$ cat config.mk
export PLATFORM = sky130hd
export DESIGN_NAME = jk_mod_counter
export DESIGN_NICKNAME = d
export VERILOG_FILES = /design/src/rtl/counter_pkg.sv /design/src/rtl/jk_mod_counter_bit_slice.sv /design/src/rtl/jk_mod_counter.sv
export SDC_FILE = /design/constraint.sdc
export NUM_CORES = 1
export LEC_CHECK = 0
export CELL_PAD_IN_SITES_DETAIL_PLACEMENT = 1
export CELL_PAD_IN_SITES_GLOBAL_PLACEMENT = 1
export CORE_MARGIN = 8
export CORE_UTILIZATION = 32
export CTS_BUF_LIST = sky130_fd_sc_hd__clkbuf_4 sky130_fd_sc_hd__clkbuf_8
export DETAILED_ROUTE_END_ITERATION = 16
export PLACE_DENSITY_LB_ADDON = 0.1
export REMOVE_ABC_BUFFERS = 1
export SLEW_MARGIN = 15
export SYNTH_ARGS = -nofsm -noshare
export SYNTH_HDL_FRONTEND = slang
export SYNTH_SLANG_ARGS = --single-unit
$ cat constraint.sdc
create_clock -name clk -period 1.9 [get_ports clk]
set_input_delay 0.285 -clock clk [delete_from_list [all_inputs] [get_ports clk]]
set_output_delay 0.285 -clock clk [all_outputs]
set_load 0.005 [all_outputs]
$ cat src/rtl/counter_pkg.sv
// Shared constants and parameter checks for the modulo counter family.
// Imported by every counter stage.
package counter_pkg;

    localparam int CNT_MAX_WIDTH = 16;

    function automatic bit mod_fits(input int w, input int m);
        return (w >= 1) && (w <= CNT_MAX_WIDTH)
            && (m >= 2) && (m <= (1 << w));
    endfunction

endpackage

$ cat src/rtl/jk_mod_counter_bit_slice.sv
// One JK flip-flop state bit with asynchronous active-low clear.
// 00 hold, 01 clear, 10 set, 11 toggle.
module jk_bit_slice (
    input  logic clk,
    input  logic neg_clear,
    input  logic j,
    input  logic k,
    output logic q
);

    always_ff @(posedge clk or negedge neg_clear) begin
        if (!neg_clear) begin
            q <= 1'b0;
        end else begin
            unique case ({j, k})
                2'b00: q <= q;
                2'b01: q <= 1'b0;
                2'b10: q <= 1'b1;
                2'b11: q <= ~q;
            endcase
        end
    end

endmodule

$ cat src/rtl/jk_mod_counter.sv
// Modulo-N up/down counter built from JK bit slices.
// Terminal count is combinational so stages can cascade.
module jk_mod_counter
    import counter_pkg::*;
#(
    parameter int WIDTH   = 4,
    parameter int MODULUS = 10
) (
    input  logic             clk,
    input  logic             neg_clear,
    input  logic             en,
    input  logic             up,
    input  logic             load,
    input  logic [WIDTH-1:0] load_val,
    input  logic             clr_ovf,
    output logic [WIDTH-1:0] count,
    output logic             tc,
    output logic             ovf,
    output logic             load_err
);

    if (!mod_fits(WIDTH, MODULUS)) begin : g_bad_cfg
        $error("jk_mod_counter: MODULUS does not fit WIDTH");
    end

    localparam logic [WIDTH-1:0] TOP = WIDTH'(MODULUS - 1);

    logic [WIDTH-1:0] nxt;
    logic [WIDTH-1:0] j;
    logic [WIDTH-1:0] k;
    logic             at_top;
    logic             at_zero;
    logic             load_ok;
    logic             wrap;

    always_comb begin
        at_top  = (count == TOP);
        at_zero = (count == '0);
        load_ok = (load_val <= TOP);
        nxt     = count;
        wrap    = 1'b0;
        unique case (1'b1)
            load: begin
                nxt = load_ok ? load_val : '0;
            end
            (!load && en && up): begin
                nxt  = at_top ? '0 : count + WIDTH'(1);
                wrap = at_top;
            end
            (!load && en && !up): begin
                nxt  = at_zero ? TOP : count - WIDTH'(1);
                wrap = at_zero;
            end
            default: begin
                nxt = count;
            end
        endcase
    end

    assign tc = en & ~load & (up ? at_top : at_zero);
    assign j  = ~count & nxt;
    assign k  = count & ~nxt;

    for (genvar i = 0; i < WIDTH; i++) begin : g_slice
        jk_bit_slice u_slice (
            .clk       (clk),
            .neg_clear (neg_clear),
            .j         (j[i]),
            .k         (k[i]),
            .q         (count[i])
        );
    end

    // A wrap on the same edge as clr_ovf keeps the flag set.
    always_ff @(posedge clk or negedge neg_clear) begin
        if (!neg_clear) begin
            ovf      <= 1'b0;
            load_err <= 1'b0;
        end else begin
            if (wrap) begin
                ovf <= 1'b1;
            end else if (clr_ovf) begin
                ovf <= 1'b0;
            end
            load_err <= load & ~load_ok;
        end
    end

endmodule
[Yosys cells after proc, flatten, opt, wreduce, memory -nomap -nowiden]
Index checks and enable logic that the tools add are counted.
Widths: inputs -> output; s select.
Cells by class
  add/sub/neg operators: 2
  eq/ne operators: 13
  $lt $le $gt $ge: 1
  bitwise operators: 13
  reduce and logical (&&, ||, !) cells: 11
  muxes and demuxes: 12
Operators by type and width (number)
  $eq 2x2->1 const B: 8
  $mux 4: 3
  $pmux 1 s3: 4
  $pmux 4 s3: 1
  $and 4x4->4: 2
  $eq 2x1->1 const B: 4
  $logic_not 2->1: 4
  $not 4->4: 2
  $not 1->1: 6
  $add 4x1->4 const B: 1
  $eq 4x4->1 const B: 1
  $le 4x4->1 const B: 1
  $logic_not 4->1: 1
  $sub 4x1->4 const B: 1
  $and 1x1->1: 3
  $logic_and 1x1->1: 3
  $mux 1: 3
  $logic_not 1->1: 2
  $pmux 1 s2: 1
  $reduce_bool 2->1: 1
Storage, ports and cells
  input port bits: 10
  output and inout port bits: 7
  register bits: 6

[Depth between registers and ports, before layout]
Gate-level depths: netlist of the first run.
  depth after elaboration: 8
  mapped depth: 8
  mapped depth without buffers: 8

[By module]
A second synthesis of the first run with hierarchy kept.
Unflattened totals
  cells, all modules: 65
  area total of the unflattened synthesis: 566.8 µm²
By module, submodules not included
  jk_mod_counter: sequential area each 50.0 µm², cells an instance 53, instances 1, area an instance 431.7 µm²
  jk_bit_slice: sequential area each 25.0 µm², cells an instance 3, instances 4, area an instance 33.8 µm²

[Worst setup path before layout of the first run]
Ideal clock, no wire load.
  kind: reg-to-reg
  start: register g_slice[0].u_slice.q
  end: register g_slice[2].u_slice.q
  library setup time: 0.125 ns
  setup slack: -0.116 ns
  stages on the path, launching flop included: 7
  buffers on the path: 0
  period minus slack after synthesis: 2.016 ns
  arrival: 1.892 ns
  path through: dfrtp_1 -> inv_1 -> ha_1 -> a41o_1 -> a311o_1 -> ha_1 -> mux2_2
Between the ends
  longest elaborated chain between the ends: 7
Ends and longest elaborated chain
  start: declaration: line jk_mod_counter_bit_slice.sv:8  | output logic q
  start signal: assignment: line jk_mod_counter_bit_slice.sv:16  | 2'b00: q <= q;
  start signal: assignment: line jk_mod_counter_bit_slice.sv:19  | 2'b11: q <= ~q;
  $sub 4x1->4 (tied with other cells): line jk_mod_counter.sv:51  | nxt = at_zero ? TOP : count - WIDTH'(1);
  $mux 4, on equally long branches: line jk_mod_counter.sv:51, jk_mod_counter.sv:47
  $pmux 4 s3 *: line jk_mod_counter.sv:42  | unique case (1'b1)
  $not 4->4: line jk_mod_counter.sv:62  | assign k = count & ~nxt;
  $and 4x4->4: line jk_mod_counter.sv:62
  $eq 2x2->1 or $eq 2x1->1 (tied branches): line jk_mod_counter_bit_slice.sv:15  | unique case ({j, k})
  $pmux 1 s3: line jk_mod_counter_bit_slice.sv:15
  end signal: assignment: line jk_mod_counter_bit_slice.sv:16
  end signal: assignment: line jk_mod_counter_bit_slice.sv:19
  end: declaration: line jk_mod_counter_bit_slice.sv:8
Every way passes the cells marked *; elsewhere a longest branch is shown, timed or not.
A chain may end at the register's enable or synchronous reset.

[Worst setup path after layout of the first run]
  start: register g_slice[1].u_slice.q
  end: register g_slice[2].u_slice.q
Between the ends
  longest elaborated chain between the ends: 7
Ends and longest elaborated chain (line)
  start: declaration: jk_mod_counter_bit_slice.sv:8
  start signal: assignment: jk_mod_counter_bit_slice.sv:16
  start signal: assignment: jk_mod_counter_bit_slice.sv:19
  $sub 4x1->4 (tied with other cells): jk_mod_counter.sv:51
  $mux 4, on equally long branches: jk_mod_counter.sv:51, jk_mod_counter.sv:47
  $pmux 4 s3 *: jk_mod_counter.sv:42
  $not 4->4: jk_mod_counter.sv:62
  $and 4x4->4: jk_mod_counter.sv:62
  $eq 2x2->1 or $eq 2x1->1 (tied branches): jk_mod_counter_bit_slice.sv:15
  $pmux 1 s3: jk_mod_counter_bit_slice.sv:15
Marked as above.

==> flow_summary.json, run 1 <==
{
  "finalCritPeriodShare_pct": 99.3,
  "synthFlopType": "dfrtp_1",
  "grt_pass1_wl_um": 3060,
  "drc_errors": 0,
  "postPlaceCellArea_um2": 876,
  "grt.busiest_layer": "met2",
  "slew_headroom_pct": 78.1,
  "synth_top_area_share_pct": 24.6,
  "antennaDiodeCount": 0,
  "worst_r2r_endpoint": "g_slice[2].u_slice.q",
  "place_inst": 119,
  "synthArstFlopShare_pct": 100,
  "ant_nets": 0,
  "fmax_mhz": 530,
  "end_kind": "register",
  "timing_hold_violations_final": 0,
  "synth_top_area_cell": "dfrtp_1",
  "cts_buffers": 3,
  "tightest_slew_ps": 325,
  "hold_ws_ps": 280,
  "cap_violations": 0,
  "synth_commonest_cells": "ha_1 (7), dfrtp_1 (6), buf_4 (5), inv_1 (5), nor2_1 (5)",
  "finalWeightedCongestion": 0.763,
  "die_area_um2": 3560,
  "critical_path_required_ps": 2030,
  "vias": 614,
  "grtUsageTotal_pct": 11.5,
  "cts_tree": "yes",
  "rsz0062_at_grt": "true",
  "clkPwrFrac_pct": 10.3,
  "final_nets": 117,
  "ioPinCount": 17,
  "grt_pass1_vias": 652,
  "dr.first_iter.drc_count": 9,
  "io_buffers": 16,
  "slew_viol_final": 0,
  "p_sw_mw": 0.419,
  "arrival_ps": 2010,
  "die_h_um": 59.7,
  "fp-row-count": 16,
  "path_clk_slew_ps": 40,
  "drt-total-wl_um": 1870,
  "grtUsageMet3_pct": 1.29,
  "cts.sinks": 6,
  "fin_area_um2": 990,
  "dp.final_hpwl_um": 1480,
  "r2r-start": "g_slice[1].u_slice.q",
  "synth-seq-cells": 6,
  "ys_top_cells_by_area": "dfrtp_1 (25%), ha_1 (14%), mux2_2 (7.4%)",
  "clock-root-buffer": "clkbuf_4",
  "use_met1_pct": 13.0,
  "yosysSeqAreaShare_pct": 24.6,
  "sequentialPowerShare_pct": 21.6,
  "ys_warn_count": 0,
  "worstSetupPathType": "register to register",
  "final-seq-area_um2": 151,
  "fin_tns_setup_ps": 0,
  "combPwrFrac_pct": 68.0,
  "multi_input_area_um2": 453,
  "synthesis.area_um2": 611,
  "dr.pass1.iters": 4,
  "start_kind": "register",
  "drive_gt1_share_pct": 41.8,
  "synth_cell_types": 33,
  "p_int_mw": 0.690,
  "fin_worst_skew_ps": 0.457,
  "cts_hold_buf": 0,
  "power_density_nw_per_um2": 1120,
  "overflow": 0,
  "postSynthAreaPerCell_um2": 9.25,
  "min_path_type": "input pin to async pin",
  "cp_max_fo": 5,
  "worstRegToRegCells": 6,
  "synth_edf_count": 0,
  "period_minus_slack_ps": 1890,
  "status": "finished, final reports clean",
  "vias_per_cell": 4.91,
  "synth_cells": 66,
  "post_drt_wl_per_cell_um": 15.0,
  "power.leakage_nw": 0.447,
  "grt_max_degree": 13,
  "core-area_um2": 1880,
  "swShare_pct": 37.8,
  "r2r_slack_ps": 10,
  "start_util_pct": 32.4,
  "worst_slack_ps": 12.8,
  "antenna_found_initial": 0,
  "fin_cells": 125,
  "die_x_um": 59.7,
  "clk_latency_ps": 240,
  "yosysMostFrequentCell": "ha_1",
  "cts.htree.levels": 1,
  "pre_cts_ws_ps": -320,
  "max-clock-path-buffers": 2,
  "fillCellCount": 227,
  "grt_use_met2_pct": 19.4,
  "syn_to_final_growth_pct": 62.1,
  "finalSetupViolations": 0,
  "ir_drop_mv": 0.814
}
==> cell families (layout without fill, tap and decap cells) <==
kind of cell | count (synthesis) | count (layout) | share of synthesized area [%]
multiplexers | 5 | 5 | 9.22
buffers and inverters | 13 | 45 | 12.3
flip-flops | 6 | 6 | 24.6
AND/OR/NAND/NOR | 18 | 18 | 16.8
AO/OA/AOI/OAI | 17 | 17 | 22.7
adder cells (fa/ha/maj) | 7 | 7 | 14.3
==> registers in the layout (all words and copies together) (netlist names) <==
signal	flops
load_err	1
g_slice.u_slice.q	4
ovf	1
==> final cells by class <==
type                    instances  share of cell area (%)
multi-input cells              47                    45.8
repair buffers                 35                    30.5
flip-flops and latches          6                    15.3
well taps                      27                    3.41
inverters                       7                    2.78
clock buffers                   3                    2.28
==> layout by cell type (no fill, tap or decap), drive strengths merged, types with 2 or more instances in the layout <==
cell type and n:
mux2 5, clkdlybuf4s50 12, ha 7, dlygate4sd2 3
dfrtp 6, inv 6, o21ai 2, nand3b 2
nand3 2, buf 19, nand2 2, nor2 5
clkbuf 4, nor3 2, nor3b 4, a31oi 2
==> stage by stage <==
stage               power [mW]  util, %
floorplan                0.522        -
global placement         0.815     46.5
detailed placement       0.829     46.5
CTS                       1.08     52.1
global route              1.20     52.6
finish                    1.11     52.6
==> worst max-delay path by stage <==
stage | from | to | depth (start not counted)
final | g_slice[1].u_slice.q | g_slice[2].u_slice.q | 6
after global routing | g_slice[1].u_slice.q | g_slice[1].u_slice.q | 8
after CTS | g_slice[1].u_slice.q | g_slice[1].u_slice.q | 8
after detailed placement | up | g_slice[2].u_slice.q | 6
after global placement | load | g_slice[2].u_slice.q | 7
after floorplan | g_slice[0].u_slice.q | g_slice[2].u_slice.q | 6
==> power by group through the flow <==
stage	clock (mW)	sequential [mW]	combinational (mW)
floorplan	0	0.239	0.283
global placement	0	0.221	0.594
detailed placement	0	0.223	0.606
CTS	0.122	0.235	0.720
global route	0.123	0.246	0.833
finish	0.115	0.240	0.754
==> what timing repair did <==
action,in CTS,in global routing
endpoints found under the setup margin,5,5
endpoints found under the hold margin,0,0
setup buffers,3,0
pin swaps,5,1
resized for setup,20,4
==> per-layer routing <==
metal | up-vias | share of wire, % | wire length, um
li1 | 310 | - | -
met1 | 289 | 45 | 842
met2 | 11 | 50 | 930
met3 | 4 | 2.9 | 55
met4 | 0 | 2.4 | 45
met5 | - | 0 | 0
==> worst max-delay path, cell delays in order (launching register included) <==
cell	delay, ps
dfrtp_1	370
inv_2	80
ha_4	180
a41o_1	220
a311o_1	310
ha_1	280
mux2_2	320
No activity file was read; power rests on OpenSTA's default activity.
==> inputs of run 2 (changes only) <==
--- a/config.mk
+++ b/config.mk
@@ -10,9 +10,9 @@
 export CORE_MARGIN = 8
 export CORE_UTILIZATION = 32
 export CTS_BUF_LIST = sky130_fd_sc_hd__clkbuf_4 sky130_fd_sc_hd__clkbuf_8
+export CTS_CLUSTER_DIAMETER = 30
 export DETAILED_ROUTE_END_ITERATION = 16
 export PLACE_DENSITY_LB_ADDON = 0.1
-export REMOVE_ABC_BUFFERS = 1
 export SLEW_MARGIN = 15
 export SYNTH_ARGS = -nofsm -noshare
 export SYNTH_HDL_FRONTEND = slang
==> run 2 against run 1 <==
Compared with the run above:
- the run now ends with setup timing left
- power up 20%
- largest cell class unchanged
- via count rose by 9.0%
- sequential share of layout area down 1.4 points
==> flow_summary.json, run 2 (synthesis results as in run 1) <==
{
  "status": "complete, but fails checks",
  "failed_checks": "setup timing",
  "fin_tns_setup_ps": -188,
  "die_area_um2": 3560,
  "ir_drop_mv": 0.726,
  "finalCritPeriodShare_pct": 106,
  "path_clk_slew_ps": 50,
  "vias_per_cell": 4.99,
  "p_total_mw": 1.33,
  "worstSetupPathType": "register to register",
  "regMostFlops": "g_slice.u_slice.q",
  "die_h_um": 59.7,
  "tightest_slew_ps": 330,
  "ant_nets": 0,
  "clk_latency_ps": 240,
  "fmax_mhz": 498,
  "drive_gt1_share_pct": 50.5,
  "worst_slack_ps": -108,
  "dp.final_hpwl_um": 1510,
  "dr.pass1.iters": 4,
  "cts_buffers": 3,
  "largest_registers": "g_slice.u_slice.q: 4 flops, load_err: 1 flops, ovf: 1 flops",
  "arrival_ps": 2130,
  "slew_headroom_pct": 78.0,
  "start_kind": "register",
  "grt_pass1_vias": 787,
  "grt_max_degree": 8,
  "largest_reg_flops": 4,
  "critical_path_required_ps": 2030,
  "drc_errors": 0,
  "antenna_found_initial": 0,
  "fin_worst_skew_ps": 6.20,
  "vias": 669,
  "post_drt_wl_per_cell_um": 16.1,
  "die_x_um": 59.7,
  "synth_nets": 83,
  "min_path_type": "input pin to async pin",
  "dr.first_iter.drc_count": 6,
  "drt-total-wl_um": 2160,
  "cap_violations": 0,
  "finalWeightedCongestion": 0.740,
  "final_common_cell": "buf_4",
  "grt_pass1_wl_um": 3680,
  "clkPwrFrac_pct": 10.3,
  "timing_hold_violations_final": 0,
  "cts.sinks": 6,
  "antennaDiodeCount": 0,
  "overflow": 0,
  "cts_tree": "yes",
  "sequentialPowerShare_pct": 18.1,
  "io_buffers": 16,
  "end_kind": "register",
  "slew_viol_final": 0,
  "cp_max_fo": 5,
  "start_util_pct": 32.4,
  "p_sw_mw": 0.496,
  "swShare_pct": 37.4,
  "max-clock-path-buffers": 2,
  "core-area_um2": 1880,
  "syn_to_final_growth_pct": 80.1,
  "hold_ws_ps": 275,
  "period_minus_slack_ps": 2010,
  "rsz0062_at_grt": "true",
  "grtUsageTotal_pct": 13.8,
  "post-route-util_pct": 58.4,
  "cts.htree.levels": 1,
  "fp-row-count": 16,
  "ioPinCount": 17,
  "power_density_nw_per_um2": 1210,
  "combPwrFrac_pct": 71.6,
  "fillCellCount": 221,
  "p_int_mw": 0.830,
  "layout_common_cells": "buf_4 (24), clkdlybuf4s50_1 (12), nor2_1 (5)",
  "pre_cts_ws_ps": -339,
  "final_nets": 125,
  "finalSetupViolations": 4,
  "power.leakage_nw": 0.499,
  "clock-root-buffer": "clkbuf_4"
}
==> run 2: changes by cell type in the layout (fill, tap and decap cells not counted), sizes merged <==
| cell | change |
|---|---|
| buf | +8 |
| clkbuf | +1 |
==> run 2: path summary, 6_finish.rpt <==
path / cells past startpoint / startpoint / end / slack, ps
setup / recovery: 8 / g_slice[0].u_slice.q / g_slice[1].u_slice.q / -110
hold / removal: 1 / neg_clear / load_err / 280
setup reg to reg: 8 / g_slice[0].u_slice.q / g_slice[1].u_slice.q / -110
hold reg to reg: 1 / ovf / ovf / 480
max in group asynchronous: 1 / neg_clear / g_slice[3].u_slice.q / 1400
min in group clk: 1 / ovf / ovf / 480
==> run 2: what timing repair did <==
item | CTS | global route
pin swaps | 7 | 6
gates resized for setup | 25 | 2
setup buffers | 5 | 1
endpoints found under the setup margin | 5 | 5
hold buffers | 0 | 0
==> run 2: layer usage <==
layer / GRT usage [%] / share of wire [%] / vias up
li1: - / - / 325
met1: 14.1 / 39 / 318
met2: 25.4 / 53 / 20
met3: 1.51 / 4.3 / 6
met4: 9.18 / 2.9 / 0
met5: 0 / 0 / -
==> run 2: layout make-up <==
type | instances | area [um^2] | share of cell area (%)
well taps | 27 | 33.8 | 3.07
multi-input cells | 47 | 489 | 44.5
inverters | 7 | 28.8 | 2.62
flip-flops and latches | 6 | 153 | 13.9
clock buffers | 4 | 30.0 | 2.73
repair buffers | 43 | 365 | 33.2
==> run 2: stage by stage <==
step                      std cells  cell area, um^2
after floorplan                  66              624
after global placement          124              927
after detailed placement        124              927
after CTS                       133             1090
after global routing            134             1100
final                           134             1100
==> run 2: critical path: stages (launching register included) <==
cell and delay [ps]:
dfrtp_2 450, inv_2 100, ha_4 170, nor3b_4 220
nor2_1 80, a22oi_1 170, nand2_1 120, ha_4 290
mux2_4 280
==> run 2: power groups by stage <==
stage	registers [mW]	clock network, mW	logic [mW]
global placement	0.230	0	0.679
floorplan	0.222	0	0.385
finish	0.239	0.137	0.950
global route	0.249	0.146	1.02
CTS	0.234	0.144	0.911
detailed placement	0.232	0	0.693
